**config.mk**
```make
export PLATFORM = sky130hd
export DESIGN_NAME = fp_mult_pipe
export DESIGN_NICKNAME = d
export VERILOG_FILES = /design/src/rtl/fp_mult_pkg.sv /design/src/rtl/fp_round_rne.sv /design/src/rtl/fp_mult_pipe.sv
export SDC_FILE = /design/constraint.sdc
export NUM_CORES = 2
export LEC_CHECK = 0
export BUFFER_PORTS_ARGS = -buffer_cell sky130_fd_sc_hd__buf_2
export CORE_UTILIZATION = 65
export DETAILED_ROUTE_END_ITERATION = 12
export GPL_ROUTABILITY_DRIVEN = 0
export PLACE_DENSITY = 0.86
export SLEW_MARGIN = 0
export SYNTH_ARGS = -nofsm -noshare
export SYNTH_HDL_FRONTEND = slang
export SYNTH_HIERARCHICAL = 1
export SYNTH_SLANG_ARGS = --single-unit
```
**constraint.sdc**
```tcl
create_clock -name clk -period 7.9 [get_ports clk]
set_input_delay 0.395 -clock clk [delete_from_list [all_inputs] [get_ports clk]]
set_output_delay 0.395 -clock clk [all_outputs]
set_load 0.02 [all_outputs]
```
**src/rtl/fp_mult_pkg.sv**
```systemverilog
// rtl/fp_mult_pkg.sv - shared classes, special-result codes and exponent helpers for fp_mult_pipe
package fp_mult_pkg;

  typedef enum logic [1:0] {
    NORM = 2'd0,
    ZERO = 2'd1,
    INF  = 2'd2,
    NAN  = 2'd3
  } fp_class_e;

  // special is one-hot {+0,-0,+inf,-inf,NaN}
  localparam logic [4:0] SPECIAL_NONE     = 5'b00000;
  localparam logic [4:0] SPECIAL_POS_ZERO = 5'b10000;
  localparam logic [4:0] SPECIAL_NEG_ZERO = 5'b01000;
  localparam logic [4:0] SPECIAL_POS_INF  = 5'b00100;
  localparam logic [4:0] SPECIAL_NEG_INF  = 5'b00010;
  localparam logic [4:0] SPECIAL_NAN      = 5'b00001;

  function automatic int bias_of(input int exp_w);
    return (1 << (exp_w - 1)) - 1;
  endfunction

  function automatic int exp_max_of(input int exp_w);
    return (1 << exp_w) - 1;
  endfunction

endpackage

```
**src/rtl/fp_round_rne.sv**
```systemverilog
// rtl/fp_round_rne.sv - round-to-nearest-even of a normalised significand using guard/round/sticky
module fp_round_rne #(
  parameter int MAN_W = 23
) (
  input  logic [MAN_W:0]   sig,
  input  logic             guard,
  input  logic             round,
  input  logic             sticky,
  output logic [MAN_W-1:0] frac,
  output logic             carry
);

  logic             up;
  logic [MAN_W+1:0] sum;

  // ties (guard only) round up only when the kept lsb is odd
  assign up    = guard & (round | sticky | sig[0]);
  assign sum   = {1'b0, sig} + {{(MAN_W+1){1'b0}}, up};
  assign carry = sum[MAN_W+1];
  // on carry-out the significand is exactly 10.00..0, so the low bits are already zero
  assign frac  = sum[MAN_W-1:0];

endmodule

```
**src/rtl/fp_mult_pipe.sv**
```systemverilog
// rtl/fp_mult_pipe.sv - pipelined IEEE-754 multiplier with RNE, DAZ/FTZ, specials and tag passthrough
module fp_mult_pipe
  import fp_mult_pkg::*;
#(
  parameter int EXP_W = 8,
  parameter int MAN_W = 23,
  parameter int TAG_W = 4
) (
  input  logic                   clk,
  input  logic                   rst_n,
  input  logic                   in_valid,
  output logic                   in_ready,
  input  logic [EXP_W+MAN_W:0]   data_a,
  input  logic [EXP_W+MAN_W:0]   data_b,
  input  logic [TAG_W-1:0]       in_tag,
  output logic                   out_valid,
  input  logic                   out_ready,
  output logic [EXP_W+MAN_W:0]   data_r,
  output logic [TAG_W-1:0]       out_tag,
  output logic [4:0]             special
);

  localparam int EW = EXP_W + 2;
  localparam int PW = 2 * MAN_W + 2;
  localparam logic signed [EW-1:0] BIAS_E    = EW'(bias_of(EXP_W));
  localparam logic signed [EW-1:0] EXP_MAX_E = EW'(exp_max_of(EXP_W));

  typedef struct packed {
    logic                  valid;
    logic [TAG_W-1:0]      tag;
    logic                  sign;
    fp_class_e             cls;
    logic signed [EW-1:0]  exp;
  } hdr_t;

  logic stall, en;
  assign stall    = out_valid & ~out_ready;
  assign en       = ~stall;
  assign in_ready = ~stall;

  // stage 1: unpack and classify; subnormals count as zero
  logic [EXP_W-1:0] ea, eb;
  logic [MAN_W-1:0] fa, fb;
  logic a_zero, a_inf, a_nan, b_zero, b_inf, b_nan;
  fp_class_e c1;
  logic signed [EW-1:0] exp_sum;

  assign {ea, fa} = data_a[EXP_W+MAN_W-1:0];
  assign {eb, fb} = data_b[EXP_W+MAN_W-1:0];
  assign a_zero = (ea == '0);
  assign b_zero = (eb == '0);
  assign a_inf  = (ea == '1) && (fa == '0);
  assign b_inf  = (eb == '1) && (fb == '0);
  assign a_nan  = (ea == '1) && (fa != '0);
  assign b_nan  = (eb == '1) && (fb != '0);
  assign exp_sum = $signed({2'b00, ea}) + $signed({2'b00, eb}) - BIAS_E;

  always_comb begin
    c1 = NORM;
    if (a_nan | b_nan | (a_zero & b_inf) | (a_inf & b_zero)) c1 = NAN;
    else if (a_inf | b_inf)                                  c1 = INF;
    else if (a_zero | b_zero)                                c1 = ZERO;
  end

  hdr_t hdr1, hdr2, hdr3;
  logic [MAN_W:0] sa1, sb1;
  logic [PW-1:0]  prod, prod2;
  logic [MAN_W:0] sig_n, sig3;
  logic g_n, r_n, s_n, g3, r3, s3;
  logic signed [EW-1:0] exp_n;

  assign prod = {{(PW-MAN_W-1){1'b0}}, sa1} * {{(PW-MAN_W-1){1'b0}}, sb1};

  // stage 3 input: product lies in [1,4); bring it back to [1,2)
  always_comb begin
    sig_n = prod2[PW-2 -: MAN_W+1];
    g_n   = prod2[MAN_W-1];
    r_n   = prod2[MAN_W-2];
    s_n   = |prod2[MAN_W-3:0];
    exp_n = hdr2.exp;
    if (prod2[PW-1]) begin
      sig_n = prod2[PW-1 -: MAN_W+1];
      g_n   = prod2[MAN_W];
      r_n   = prod2[MAN_W-1];
      s_n   = |prod2[MAN_W-2:0];
      exp_n = hdr2.exp + EW'(1);
    end
  end

  always_ff @(posedge clk or negedge rst_n) begin
    if (!rst_n) begin
      hdr1  <= '0;
      sa1   <= '0;
      sb1   <= '0;
      hdr2  <= '0;
      prod2 <= '0;
      hdr3  <= '0;
      sig3  <= '0;
      g3    <= 1'b0;
      r3    <= 1'b0;
      s3    <= 1'b0;
    end else if (en) begin
      hdr1  <= '{valid: in_valid, tag: in_tag, sign: data_a[EXP_W+MAN_W] ^ data_b[EXP_W+MAN_W],
                 cls: c1, exp: exp_sum};
      sa1   <= {1'b1, fa};
      sb1   <= {1'b1, fb};
      hdr2  <= hdr1;
      prod2 <= prod;
      hdr3  <= '{valid: hdr2.valid, tag: hdr2.tag, sign: hdr2.sign, cls: hdr2.cls, exp: exp_n};
      sig3  <= sig_n;
      g3    <= g_n;
      r3    <= r_n;
      s3    <= s_n;
    end
  end

  logic [MAN_W-1:0]      frac_r;
  logic                  carry;
  logic signed [EW-1:0]  exp_f;
  logic [EXP_W+MAN_W:0]  r_data;
  logic [4:0]            r_special;

  fp_round_rne #(.MAN_W(MAN_W)) u_round (
    .sig    (sig3),
    .guard  (g3),
    .round  (r3),
    .sticky (s3),
    .frac   (frac_r),
    .carry  (carry)
  );

  assign exp_f = hdr3.exp + EW'(carry);

  always_comb begin
    r_data    = '0;
    r_special = SPECIAL_NONE;
    case (hdr3.cls)
      NAN: begin
        r_data    = {1'b0, {EXP_W{1'b1}}, 1'b1, {(MAN_W-1){1'b0}}};
        r_special = SPECIAL_NAN;
      end
      INF: begin
        r_data    = {hdr3.sign, {EXP_W{1'b1}}, {MAN_W{1'b0}}};
        r_special = hdr3.sign ? SPECIAL_NEG_INF : SPECIAL_POS_INF;
      end
      ZERO: begin
        r_data    = {hdr3.sign, {(EXP_W+MAN_W){1'b0}}};
        r_special = hdr3.sign ? SPECIAL_NEG_ZERO : SPECIAL_POS_ZERO;
      end
      default: begin
        if (exp_f >= EXP_MAX_E) begin
          r_data    = {hdr3.sign, {EXP_W{1'b1}}, {MAN_W{1'b0}}};
          r_special = hdr3.sign ? SPECIAL_NEG_INF : SPECIAL_POS_INF;
        end else if (exp_f[EW-1] || (exp_f == '0)) begin
          r_data    = {hdr3.sign, {(EXP_W+MAN_W){1'b0}}};
          r_special = hdr3.sign ? SPECIAL_NEG_ZERO : SPECIAL_POS_ZERO;
        end else begin
          r_data    = {hdr3.sign, exp_f[EXP_W-1:0], frac_r};
        end
      end
    endcase
  end

  always_ff @(posedge clk or negedge rst_n) begin
    if (!rst_n) begin
      out_valid <= 1'b0;
      data_r    <= '0;
      out_tag   <= '0;
      special   <= '0;
    end else if (en) begin
      out_valid <= hdr3.valid;
      if (hdr3.valid) begin
        data_r  <= r_data;
        out_tag <= hdr3.tag;
        special <= r_special;
      end
    end
  end

endmodule

```
After elaboration in Yosys (flattened, before gate mapping):

Cells that the tools add are included.

* output and inout port bits: 43
* bits in latches: 0
* memories: 0
* word-level logic and storage cells: 83
* bits of input ports: 72
* memory bits (read-only): 0
* bits in writable memories: 0
* register bits: 219

* mux-type cells: 16
* shift-type cells: 0
* equality and inequality tests: 5
* divide/modulo/power cells: 0
* multipliers: 1
* reduce and logical (&&, ||, !) cells: 15
* add/sub/neg operators: 5
* bitwise gates (word level): 14
* order comparisons: 1

Operator list (count)
* 32-bit case mux with 3 select lines: 1
* 31-bit two-way mux: 2
* 24-bit by 24-bit multiplier with 48-bit output: 1
* 23-bit zero test: 2
* 23-bit nonzero test: 2
* 24-bit by 1-bit adder with 25-bit output: 1
* 24-bit two-way mux: 1
* 22-bit OR reduction: 1
* 21-bit OR reduction: 1
* 8-bit == test, second input constant: 2
* 8-bit zero test: 2
* 5-bit two-way mux: 3
* 5-bit case mux with 3 select lines: 1
* 10-bit by 1-bit adder with 10-bit output: 1
* 10-bit by 2-bit adder with 10-bit output, second input constant: 1
* 10-bit by 9-bit greater-or-equal comparator with 1-bit output, second input constant: 1
* 10-bit zero test: 1
* 10-bit two-way mux: 1
* 9-bit by 7-bit subtractor with 10-bit output, second input constant: 1
* 8-bit by 8-bit adder with 9-bit output: 1
* 1-bit bitwise OR: 7
* 1-bit AND: 4
* 2-bit == test, second input constant: 2
* 1-bit logical AND: 4
* other kinds (8): 13

Depth between registers and ports, before layout:

* depth after elaboration: 10
* gate-level depth with buffers: 25
* mapped depth without buffers: 23

Cells and area by module:

Netlist, hierarchy kept.

Modules (own cells, without submodules)
* fp_mult_pipe: cells an instance 3140, area each 28348.4 um2, instances 1, sequential area each 5455.2 um2
* fp_round_rne: cells an instance 64, area each 480.5 um2, instances 1, sequential area each 0.0 um2

Least setup slack after synthesis:

OpenSTA, ideal clock, no wires.

* path type: register to register
* start point: reg sa1[23]
* end point: reg prod2[44]
* required time: 7780 ps
* arrival: 6392 ps
* clock period less this slack: 6512 ps
* stages on the path, launching flop included: 24
* slack: 1388 ps
* buffers on the path: 2
* setup time: 120 ps
* cell sequence: dfrtp_1 clkbuf_1 clkbuf_1 and2_1 fa_1 fa_1 inv_1 fa_1 fa_1 inv_1 fa_1 fa_1 inv_1 fa_1 inv_1 ha_1 a21oi_1 o21bai_1 nor3_1 a31oi_4 a31oi_2 o21ai_4 a311o_1 o211a_1

* longest elaborated chain between the ends: 1

RTL lines
* from (decl): line fp_mult_pipe.sv:66 `logic [MAN_W:0] sa1, sb1;`
* from (signal assigned): line fp_mult_pipe.sv:105 `sa1 <= {1'b1, fa};`
* 24-bit by 24-bit multiplier with 48-bit output: line fp_mult_pipe.sv:72 `assign prod = {{(PW-MAN_W-1){1'b0}}, sa1} * {{(PW-MAN_W-1){1'b0}}, sb1};`
* to (signal assigned): line fp_mult_pipe.sv:108 `prod2 <= prod;`
* to (decl): line fp_mult_pipe.sv:67 `logic [PW-1:0] prod, prod2;`

Every way passes these cells.
A chain may end at the register's enable or synchronous reset.

Worst setup path after layout:

* start point: reg sa1[20]
* end point: reg prod2[44]

The elaborated chain is that of the path after synthesis.

==> flow_summary.toml <==
[global_route]
grt.total_usage_pct = 35.73
grt_antenna_before_repair = 1
grt_max_degree = 100
grt_pass1_vias = 24260
grt_overflow = 0
grt_pass1_wl_um = 125300

[sta]
slew_violations = 0
setup_viol = 0
tns_ns = 0
worst_slew_pin_slew_ns = 1.281
hold_violations = 0
max_slew_margin_pct = 14.57
rsz0062_at_grt = "no"
max_freq_mhz = 134.7
fin_crit_ns = 7.426
period_share_pct = 94.00
fin_skew_ns = 0.03201

[yosys]
syn_area_sq_mm = 0.02883
netlist_top_cells_area = "fa_1 (34%), dfrtp_1 (19%), nand2_1 (8.5%)"
synth_cell_types = 75
synth_top_cell_by_area = "fa_1"
synth_nets = 3952
ys_async_sr_fraction_pct = 100.0
synthFlopType = "dfrtp_1"
synth.top_cell.area_share_pct = 33.54
yosys_register_bits = 218
synth_most_common_cell = "nand2_1"
syn_area_per_cell_sq_um = 8.998
synth_edf_count = 0
yosysWarningCount = 6
synthCells = 3204
synth_common_cells = "nand2_1 (656), inv_1 (574), fa_1 (483), and2_1 (301), dfrtp_1 (218)"
ys_seq_area_share_pct = 18.92

[final_layout]
drive_above_1_share_pct = 6.873
antenna_cells = 0
final_nets = 3961
area_growth_pct = 6.298

[placement]
hpwl_um = 58030
port_buffers = 114

[clock_tree]
clock-sinks = 218
htree_levels = 1
path_clk_slew_ns = 0.07
post_cts_buffers = 0
tritoncts = "done"
ctsLongestPathBuffers = 3
cts_buffers = 25
clk_latency_ns = 0.59
clockRootBuffer = "clkbuf_16"

[floorplan]
die_area_sq_mm = 0.04520
io_pins = 115
core-area_sq_mm = 0.04346
fp.dieH_um = 212.6
initial_core_util_pct = 66.34
die_x_um = 212.6
rows = 76

[setup_path]
endpoint = "prod2[44]$_DFFE_PN0N_"
regToRegSetupSlack_ns = 0.47
startpoint = "sa1[20]$_DFFE_PN0N_"
cp-start-kind = "flip-flop"
worst_setup_path_end_kind = "flip-flop"
cp.arrival_ns = 7.89
r2r_cells = 22
cp_max_fo = 25
critPathKind = "reg2reg"
cp_data_required_time_ns = 8.36
rr_startpoint = "sa1[20]$_DFFE_PN0N_"
reg2reg_to = "prod2[44]$_DFFE_PN0N_"

[min_path]
hold_class = "in2reg"

[detailed_routing]
drt-pass1-iter-count = 6
viasPerCell = 5.907
wire_per_inst_um = 19.75
drtIter0Drc = 2140
ant_nets = 0
finalWirelength_um = 75340
vias = 22530
drc = 0

[run_status]
outcome = "finished, final reports clean"

[flow_run]
max-cap-violations = 0
[flip-flops by register name, summed over array words and instances (netlist names)]
name       count
prod2         48
data_r        32
sa1           24
sig3          24
sb1           23
hdr1          18
hdr2          18
hdr3          18
special        5
out_tag        4
g3             1
out_valid      1
r3             1
s3             1
[cell families after synthesis]
kind of cell | Yosys count | share of synthesized area [%]
AOI/OAI and AO/OA | 287 | 6.493
xor gates and xnor gates | 82 | 2.491
adders and majority gates | 676 | 41.92
buffers and inverters | 738 | 9.661
DFF | 218 | 18.92
muxes | 33 | 1.172
and+or+nand+nor | 1170 | 19.34
[repair_timing]
item	CTS	global route
endpoints found under the setup margin	0	0
resized for setup	0	0
endpoints found under the hold margin	72	0
hold buffers	1	0
[placed cells by master, fill, tap and decap left out, types with 25 or more instances in the layout]
cell type	synthesis	final
mux2i_1	27	27
ha_1	193	193
fa_1	483	483
xor2_1	36	36
a21oi_1	75	75
nand3_1	31	31
xnor2_1	46	46
inv_1	574	573
nor2_1	66	66
buf_2	9	113
buf_4	1	30
dfrtp_1	218	218
clkbuf_16	0	25
and2_1	301	301
nand2_1	656	655
o21ai_0	81	81
[worst min path at each step]
stage	cells after the start	slack [ns]	endpoint	startpoint
3_3_place_gp	1	0.39	data_r[31]$_DFFE_PN0P_	rst_n
4_1_cts	3	0.01	sb1[17]$_DFFE_PN0N_	data_b[17]
6_report	3	0.02	hdr1[14]$_DFFE_PN0N_	in_tag[1]
3_5_place_dp	1	0.40	data_r[30]$_DFFE_PN0P_	rst_n
2_1_floorplan	0	0.1	data_r[0]$_DFFE_PN0P_	rst_n
5_1_grt	3	0.04	sa1[19]$_DFFE_PN0N_	data_a[19]
[area by class of cell]
cell class,instances,area (sq um)
multi-input cells,2248,20600
fillers,3028,12810
flip-flops and latches,218,5455
inverters,574,2157
repair buffers,146,835.8
well taps,585,732.0
clock buffers,31,688.2
clock inverters,13,177.7
[worst max-delay path, stage by stage (launching register included)]
cell,delay (ns)
dfrtp_1,1.05
nand2_1,0.19
fa_1,0.59
inv_1,0.06
fa_1,0.53
inv_1,0.05
fa_1,0.50
inv_1,0.06
fa_1,0.57
fa_1,0.44
fa_1,0.50
inv_1,0.05
fa_1,0.47
inv_1,0.04
ha_1,0.38
a21oi_1,0.24
o21ai_0,0.20
a221oi_1,0.38
o21ai_1,0.12
a31oi_2,0.28
o21ai_4,0.11
a311o_1,0.37
o211a_1,0.13
[through the flow]
stage          cells  utilization, %  setup WS, ns  cell area [sq um]  hold slack (ns)
2_1_floorplan   3204               -         1.388              28830          0.09941
3_3_place_gp    3770           68.50        0.8510              29770           0.3850
3_5_place_dp    3770           68.50        0.6137              29770           0.4005
4_1_cts         3815           70.52        0.5988              30640          0.01004
5_1_grt         3815           70.52        0.1518              30640          0.03703
6_report        3815           70.52        0.4739              30640          0.01881
[routing by layer]
layer,GRT usage [%],vias to the layer above,wire (um)
li1,-,9788,-
met5,0,-,0
met3,7.607,311,8387
met1,46.96,11080,28030
met2,56.98,1353,35000
met4,16.77,0,3912
Power is left out: the tool's default activity adds up to more than one toggle a clock period on the data nets, which glitch-free logic cannot reach.
